## config.mk

```make
export PLATFORM = sky130hd
export DESIGN_NAME = conware_life_engine
export DESIGN_NICKNAME = d
export VERILOG_FILES = /design/src/rtl/conware_pkg.sv /design/src/rtl/conware_cell_rule.sv /design/src/rtl/conware_life_engine.sv
export SDC_FILE = /design/constraint.sdc
export NUM_CORES = 1
export LEC_CHECK = 0
export ABC_CLOCK_PERIOD_IN_PS = 8200
export CAP_MARGIN = 20
export CORE_MARGIN = 1.5
export CORE_UTILIZATION = 40
export CTS_BUF_LIST = sky130_fd_sc_hd__clkbuf_8
export DETAILED_ROUTE_END_ITERATION = 10
export GPL_TIMING_DRIVEN = 1
export PLACE_DENSITY_LB_ADDON = 0.3
export SLEW_MARGIN = 30
export SYNTH_ARGS = -nofsm -noshare
export SYNTH_HDL_FRONTEND = slang
export SYNTH_SLANG_ARGS = --single-unit
```

## constraint.sdc

```tcl
create_clock -name clk -period 8.2 [get_ports clk]
set_input_delay 2.46 -clock clk [delete_from_list [all_inputs] [get_ports clk]]
set_output_delay 2.46 -clock clk [all_outputs]
set_load 0.005 [all_outputs]
```

## src/rtl/conware_pkg.sv

```systemverilog
// Shared definitions for the Game-of-Life compute engine: FSM state encoding,
// the birth/survival neighbour counts, and the flat-grid bit index helper.
package conware_pkg;

    typedef enum logic [1:0] {
        IDLE    = 2'd0,
        COMPUTE = 2'd1,
        DONE    = 2'd2
    } state_t;

    localparam logic [3:0] BIRTH_COUNT = 4'd3;
    localparam logic [3:0] SURVIVE_LO  = 4'd2;
    localparam logic [3:0] SURVIVE_HI  = 4'd3;

    // Cell (x,y) lives at bit y*width+x (raster order).
    function automatic int bit_idx(input int x, input int y, input int width);
        return y * width + x;
    endfunction

endpackage

```

## src/rtl/conware_cell_rule.sv

```systemverilog
// Combinational Life rule for one cell.
// Ports:
//   alive_i  current state of the cell
//   nbr_i    the 8 neighbour states (already forced to 0 where off-grid)
//   alive_o  state of the cell in the next generation
module conware_cell_rule
    import conware_pkg::*;
(
    input  logic       alive_i,
    input  logic [7:0] nbr_i,
    output logic       alive_o
);

    logic [3:0] n;

    always_comb begin
        n = '0;
        for (int i = 0; i < 8; i++) begin
            n = n + {3'b000, nbr_i[i]};
        end
        alive_o = (n == BIRTH_COUNT) ||
                  (alive_i && (n >= SURVIVE_LO) && (n <= SURVIVE_HI));
    end

endmodule

```

## src/rtl/conware_life_engine.sv

```systemverilog
// Game-of-Life engine: accepts a WIDTH x HEIGHT grid, computes the next
// generation one row per cycle, and offers it downstream.
// Ports:
//   clk, rst               clock, asynchronous active-high reset
//   in_data/valid/ready    input grid handshake (accepted only in IDLE)
//   out_data/valid/ready   next-generation handshake (valid in DONE)
//   gen_count              number of completed output handshakes
module conware_life_engine
    import conware_pkg::*;
#(
    parameter int WIDTH  = 4,
    parameter int HEIGHT = 4,
    parameter int TORUS  = 0
) (
    input  logic                    clk,
    input  logic                    rst,
    input  logic [WIDTH*HEIGHT-1:0] in_data,
    input  logic                    in_valid,
    output logic                    in_ready,
    output logic [WIDTH*HEIGHT-1:0] out_data,
    output logic                    out_valid,
    input  logic                    out_ready,
    output logic [31:0]             gen_count
);

    localparam int N  = WIDTH * HEIGHT;
    localparam int RW = $clog2(HEIGHT);

    state_t            state_q, state_d;
    logic [RW-1:0]     row_q, row_d;
    logic [N-1:0]      cur_q, cur_d;
    logic [N-1:0]      nxt_q, nxt_d;
    logic [31:0]       gen_q, gen_d;

    logic [WIDTH-1:0]  row_up, row_mid, row_dn, row_new;

    // Rows above/below the one being computed; off-grid rows are dead unless
    // wrapping, in which case they come from the opposite edge.
    always_comb begin
        row_mid = cur_q[bit_idx(0, int'(row_q), WIDTH) +: WIDTH];
        if (int'(row_q) == 0) begin
            row_up = (TORUS != 0) ? cur_q[bit_idx(0, HEIGHT-1, WIDTH) +: WIDTH] : '0;
        end else begin
            row_up = cur_q[bit_idx(0, int'(row_q) - 1, WIDTH) +: WIDTH];
        end
        if (int'(row_q) == HEIGHT-1) begin
            row_dn = (TORUS != 0) ? cur_q[bit_idx(0, 0, WIDTH) +: WIDTH] : '0;
        end else begin
            row_dn = cur_q[bit_idx(0, int'(row_q) + 1, WIDTH) +: WIDTH];
        end
    end

    for (genvar x = 0; x < WIDTH; x++) begin : g_col
        // Column neighbours are resolved at elaboration time.
        localparam int XL = (x == 0) ? WIDTH-1 : x-1;
        localparam int XR = (x == WIDTH-1) ? 0 : x+1;
        localparam bit HAS_L = (x != 0) || (TORUS != 0);
        localparam bit HAS_R = (x != WIDTH-1) || (TORUS != 0);

        logic [7:0] nbr;

        assign nbr = {HAS_L ? row_up[XL]  : 1'b0, row_up[x],
                      HAS_R ? row_up[XR]  : 1'b0,
                      HAS_L ? row_mid[XL] : 1'b0,
                      HAS_R ? row_mid[XR] : 1'b0,
                      HAS_L ? row_dn[XL]  : 1'b0, row_dn[x],
                      HAS_R ? row_dn[XR]  : 1'b0};

        conware_cell_rule u_rule (
            .alive_i (row_mid[x]),
            .nbr_i   (nbr),
            .alive_o (row_new[x])
        );
    end

    assign in_ready  = (state_q == IDLE) && !rst;
    assign out_valid = (state_q == DONE);
    assign out_data  = nxt_q;
    assign gen_count = gen_q;

    always_comb begin
        state_d = state_q;
        row_d   = row_q;
        cur_d   = cur_q;
        nxt_d   = nxt_q;
        gen_d   = gen_q;
        case (state_q)
            IDLE: begin
                if (in_valid && in_ready) begin
                    cur_d   = in_data;
                    row_d   = '0;
                    state_d = COMPUTE;
                end
            end
            COMPUTE: begin
                nxt_d[bit_idx(0, int'(row_q), WIDTH) +: WIDTH] = row_new;
                if (row_q == RW'(HEIGHT-1)) begin
                    state_d = DONE;
                end else begin
                    row_d = row_q + RW'(1);
                end
            end
            DONE: begin
                if (out_ready) begin
                    gen_d   = gen_q + 32'd1;
                    state_d = IDLE;
                end
            end
            default: state_d = IDLE;
        endcase
    end

    always_ff @(posedge clk or posedge rst) begin
        if (rst) begin
            state_q <= IDLE;
            row_q   <= '0;
            cur_q   <= '0;
            nxt_q   <= '0;
            gen_q   <= '0;
        end else begin
            state_q <= state_d;
            row_q   <= row_d;
            cur_q   <= cur_d;
            nxt_q   <= nxt_d;
            gen_q   <= gen_d;
        end
    end

endmodule

```

## Word level (Yosys, flattened, before mapping)

Cells that the tools add are included.

- Bits in registers: 68
- Bits in latches: 0
- Bits in writable memories: 0
- Bits in read-only memories: 0
- Output and inout port bits: 50
- Logic and storage cells: 88
- Memories: 0

- Add/subtract/negate cells: 26
- $mul: 0
- Divide/modulo/power cells: 0
- Magnitude comparators: 8
- Equality and inequality tests: 12
- Shift operators: 5
- Multiplexer cells: 10
- Bitwise operators: 0
- Reductions and logical operators: 22

Operator list:

| kind | count |
|---|---|
| 4-bit by 1-bit adder with 4-bit output | 17 |
| 4-bit negation with 33-bit output | 1 |
| 4-bit by 33-bit variable shift with 16-bit output, first input constant | 1 |
| 4-bit by 33-bit variable part select with 16-bit output | 1 |
| 32-bit by 1-bit adder with 32-bit output, second input constant | 1 |
| 16-bit by 5-bit variable part select with 4-bit output | 2 |
| 16-bit bitwise mux | 1 |
| 4-bit by 2-bit equality test with 1-bit output, second input constant | 4 |
| 4-bit by 2-bit greater-or-equal comparator with 1-bit output, second input constant | 4 |
| 4-bit by 2-bit less-or-equal comparator with 1-bit output, second input constant | 4 |
| 16-bit by 6-bit variable part select with 4-bit output | 1 |
| 1-bit logical AND | 10 |
| 2-bit two-way mux | 5 |
| 4-bit two-way mux | 2 |
| 1-bit by 1-bit adder with 2-bit output | 3 |
| 2-bit case mux with 3 select lines | 1 |
| 3-bit AND reduction | 2 |
| 2-bit by 1-bit equality test with 1-bit output, second input constant | 2 |
| 2-bit equality test, second input constant | 2 |
| 2-bit zero test | 2 |
| 1-bit logical OR | 4 |
| 2-bit by 1-bit != test with 1-bit output, second input constant | 2 |
| 2-bit != test, second input constant | 2 |
| 2-bit case mux with 2 select lines | 1 |
| other kinds (7) | 8 |

## Logic depth before layout (Yosys ltp)

- Depth in word-level cells: 16
- Mapped depth: 18

## By module

A second synthesis with hierarchy kept.

- Cells, all modules: 406
- Area, all modules: 4124.0 µm²

By module, submodules not included:

| module | instances | cells each | area each (µm²) | sequential area each (µm²) |
|---|---|---|---|---|
| conware_life_engine | 1 | 302 | 3323.2 | 1701.6 |
| conware_cell_rule | 4 | 26 | 200.2 | 0.0 |

## Worst setup path after synthesis

OpenSTA, ideal clock, no wires.

- Path kind: input -> output
- Start: input rst
- End: output in_ready
- Data arrival time: 2.699 ns
- Data required time: 5.740 ns
- Path slack: 3.041 ns
- Stages: 1
- Cell sequence: nor3_1

- Longest elaborated chain between the ends: 2

Ends and longest elaborated chain:

| item | line | RTL |
|---|---|---|
| start, declared | conware_life_engine.sv:16 | `input logic rst,` |
| 1-bit zero test (no line) | n/a |  |
| 1-bit logical AND | conware_life_engine.sv:76 | `assign in_ready = (state_q == IDLE) && !rst;` |
| end, declared | conware_life_engine.sv:19 | `output logic in_ready,` |

No other way between the ends.

## Final worst setup path

Same ends and word-level chain as after synthesis.

==> impl_metrics.sql <==
INSERT INTO impl_metrics (metric_group, metric, value, unit) VALUES
('detailed_routing', 'drt_wl_total', '7890', 'µm'),
('timing', 'relSlewSlack', '43.3', '%'),
('cts', 'cts.repair_timing.setup_buffer_count', '0', ''),
('power', 'net-switching-power', '0.901', 'mW'),
('timing', 'timing.final.crit_period', '6.17', 'ns'),
('timing', 'finalSetupTns', '0', 'ns'),
('critical_path', 'criticalPathCategory', 'input port to primary output', ''),
('critical_path', 'crit_required', '5.74', 'ns'),
('timing', 'finalSetupViolations', '0', ''),
('placed_design', 'dp.final_hpwl', '5890', 'µm'),
('timing', 'max_freq', '162', 'MHz'),
('cells_and_area', 'area_delta_synth_final', '26.4', '%'),
('timing', 'worst_slew_pin_slew', '0.851', 'ns'),
('global_routing', 'first_global_vias', '2822', ''),
('floorplan', 'y_dimension_of_the_die', '101', 'µm'),
('status', 'status', 'complete, no violations', ''),
('detailed_routing', 'drt-vias-per-instance', '5.04', ''),
('critical_path', 'timing.critical_path.fanout_max', '3', ''),
('worst_hold_path', 'worst_hold_path_type', 'flop to flop', ''),
('detailed_routing', 'initialDrtViolationCount', '98', ''),
('floorplan', 'start_util', '41.2', '%'),
('global_routing', 'grt_max_degree', '69', ''),
('power', 'swShare', '45.2', '%'),
('global_routing', 'global_route_wire_length_before_repair', '13600', 'µm'),
('power', 'combinationalPowerShare', '61.4', '%'),
('logic_synthesis', 'netlist_instances', '350', ''),
('timing', 'maxSlewViolCount', '0', ''),
('cts', 'cts_max_level', '3', ''),
('flow_run', 'max_cap_viol_count', '0', ''),
('floorplan', 'coreArea', '9240', 'µm²'),
('cts', 'cts-root-to-sink-buffers', '2', ''),
('power', 'internal-power', '1.09', 'mW'),
('cts', 'clkLatencyLatePin', '0.35', 'ns'),
('power', 'ir_drop', '0.000205', 'V'),
('timing', 'post-route-period-util', '75.3', '%'),
('placed_design', 'detailed_place.area', '4630', 'µm²'),
('cts', 'clkSinkCount', '68', ''),
('cells_and_area', 'fillerInstances', '814', ''),
('detailed_routing', 'remaining_drc_errors', '0', ''),
('cts', 'hold_buffers', '0', ''),
('cells_and_area', 'final_design_area_no_fill', '4810', 'µm²'),
('cts', 'tritoncts', 'yes', ''),
('detailed_routing', 'detailroute.via_count', '2815', ''),
('critical_path', 'cp_cell_sequence', 'clkdlybuf4s50_1 -> nor3_1 -> clkdlybuf4s50_1', ''),
('critical_path', 'slowest_stage', 'clkdlybuf4s50_1', ''),
('detailed_routing', 'antenna_violating_nets_post_route', '0', ''),
('timing', 'rsz_0062_raised_after_global_routing', 'false', ''),
('global_routing', 'globalRouteTotalUtil', '16.9', '%'),
('floorplan', 'fp.dieW', '101', 'µm'),
('power', 'clockPowerShare', '12.6', '%'),
('logic_synthesis', 'synth_cell_type_count', '35', ''),
('logic_synthesis', 'edff_count_synth', '0', ''),
('cells_and_area', 'finalNetCount', '473', ''),
('critical_path', 'cpPeakStageDelay', '0.57', 'ns'),
('cts', 'cts_resized', '0', ''),
('cts', 'tritoncts.num_buffers', '9', ''),
('floorplan', 'row_count', '35', ''),
('logic_synthesis', 'syn_avg_cell_area', '10.9', 'µm²'),
('logic_synthesis', 'async_reset_ff_share', '100', '%'),
('logic_synthesis', 'yosys_most_used_dff', 'dfrtp_1', ''),
('critical_path', 'timing.critical_path.arrival', '3.71', 'ns'),
('cells_and_area', 'mostFrequentLayoutCell', 'clkdlybuf4s50_1', ''),
('detailed_routing', 'drt-wirelength-per-cell', '14.1', 'µm'),
('critical_path', 'ff2ff_setup_slack', '3.08', 'ns'),
('power', 'seq_power_share', '26.0', '%'),
('detailed_routing', 'drtPass1Iterations', '4', ''),
('critical_path', 'worstSetupStartpointType', 'input port', ''),
('logic_synthesis', 'warnings_from_yosys', '0', ''),
('timing', 'finalWorstSetupSlack', '2.03', 'ns'),
('floorplan', 'floorplan.die_area', '10100', 'µm²'),
('critical_path', 'critPathMostFrequentCell', 'clkdlybuf4s50_1', '');
metal layers:
metal / vias up / track usage (%) / part of all wire, %
met5: - / 0 / 0
met4: 0 / 6.50 / 1.9
met1: 1399 / 23.4 / 49
li1: 1346 / - / -
met3: 12 / 2.57 / 3.0
met2: 58 / 27.0 / 46
sequential cells by signal (all words and copies together) (netlist names):
name	cells
out_data	16
gen_count	32
row_q	2
state_q	2
cur_q	16
worst max-delay path: cells and delay by family:
family                 cells  cell delay [ns]
buffers and inverters      2             1.01
and+or+nand+nor            1             0.25
metrics by stage:
stage          total power [mW]  cells  hold slack [ns]
2_1_floorplan              1.41    350            0.468
3_3_place_gp               1.69    541            0.463
3_5_place_dp               1.78    541            0.472
4_1_cts                    2.03    557            0.487
5_1_grt                    2.27    558            0.510
6_report                   1.99    558            0.478
logic make-up after synthesis:
group,synth area share (%)
and+or+nand+nor,18.1
DFF,44.7
buffers and inverters,3.68
xor gates and xnor gates,7.13
muxes,10.5
adders and majority gates,12.1
AOI/OAI and AO/OA,3.85
path summary, 6_finish.rpt:
path,startpoint,end,depth (start not counted)
setup / recovery,rst,in_ready,3
hold / removal,gen_count[31]$_DFFE_PP0P_,gen_count[31]$_DFFE_PP0P_,1
setup reg to reg,row_q[0]$_DFFE_PP0P_,out_data[13]$_DFFE_PP0P_,13
hold reg to reg,gen_count[31]$_DFFE_PP0P_,gen_count[31]$_DFFE_PP0P_,1
max in group asynchronous,rst,cur_q[0]$_DFFE_PP0P_,3
min in group asynchronous,rst,gen_count[1]$_DFFE_PP0P_,3
final cells by class:
type                    count  area, µm²  area share [%]
multi-input cells         247       1960            40.8
flip-flops and latches     68       1700            35.4
well taps                 129        161            3.36
repair buffers             71        706            14.7
clock inverters             7       51.3            1.07
inverters                  27        101            2.11
clock buffers               9        124            2.58
power by group through the flow:
stage | Sequential, mW | Clock (mW) | Combinational (mW)
6_report | 0.518 | 0.252 | 1.22
3_5_place_dp | 0.528 | 0 | 1.25
2_1_floorplan | 0.487 | 0 | 0.919
3_3_place_gp | 0.520 | 0 | 1.17
5_1_grt | 0.536 | 0.275 | 1.46
4_1_cts | 0.520 | 0.258 | 1.25
Yosys cell counts, types with 2 or more instances:
| master | n | area, µm² |
|---|---|---|
| nand3_1 | 13 | 65.1 |
| a31oi_1 | 2 | 12.5 |
| or4_1 | 3 | 22.5 |
| inv_1 | 27 | 101 |
| mux4_2 | 6 | 135 |
| xor2_1 | 4 | 35.0 |
| nand2_1 | 42 | 158 |
| nor2b_1 | 7 | 43.8 |
| nor4_1 | 3 | 18.8 |
| xnor2_1 | 27 | 236 |
| fa_1 | 13 | 260 |
| buf_2 | 4 | 20.0 |
| nor2_1 | 16 | 60.1 |
| o21ai_0 | 22 | 110 |
| mux2i_1 | 6 | 60.1 |
| and4_1 | 2 | 17.5 |
| or3_1 | 2 | 12.5 |
| clkbuf_1 | 2 | 7.51 |
| dfrtp_1 | 68 | 1700 |
| nand4_1 | 16 | 100 |
| and3_1 | 4 | 25.0 |
| ha_1 | 16 | 200 |
| nor3_1 | 6 | 30.0 |
| and2_1 | 5 | 31.3 |
| mux2_2 | 18 | 203 |
| nand2b_1 | 5 | 31.3 |
| a21oi_1 | 3 | 15.0 |
No activity file was read; power rests on OpenSTA's default activity.
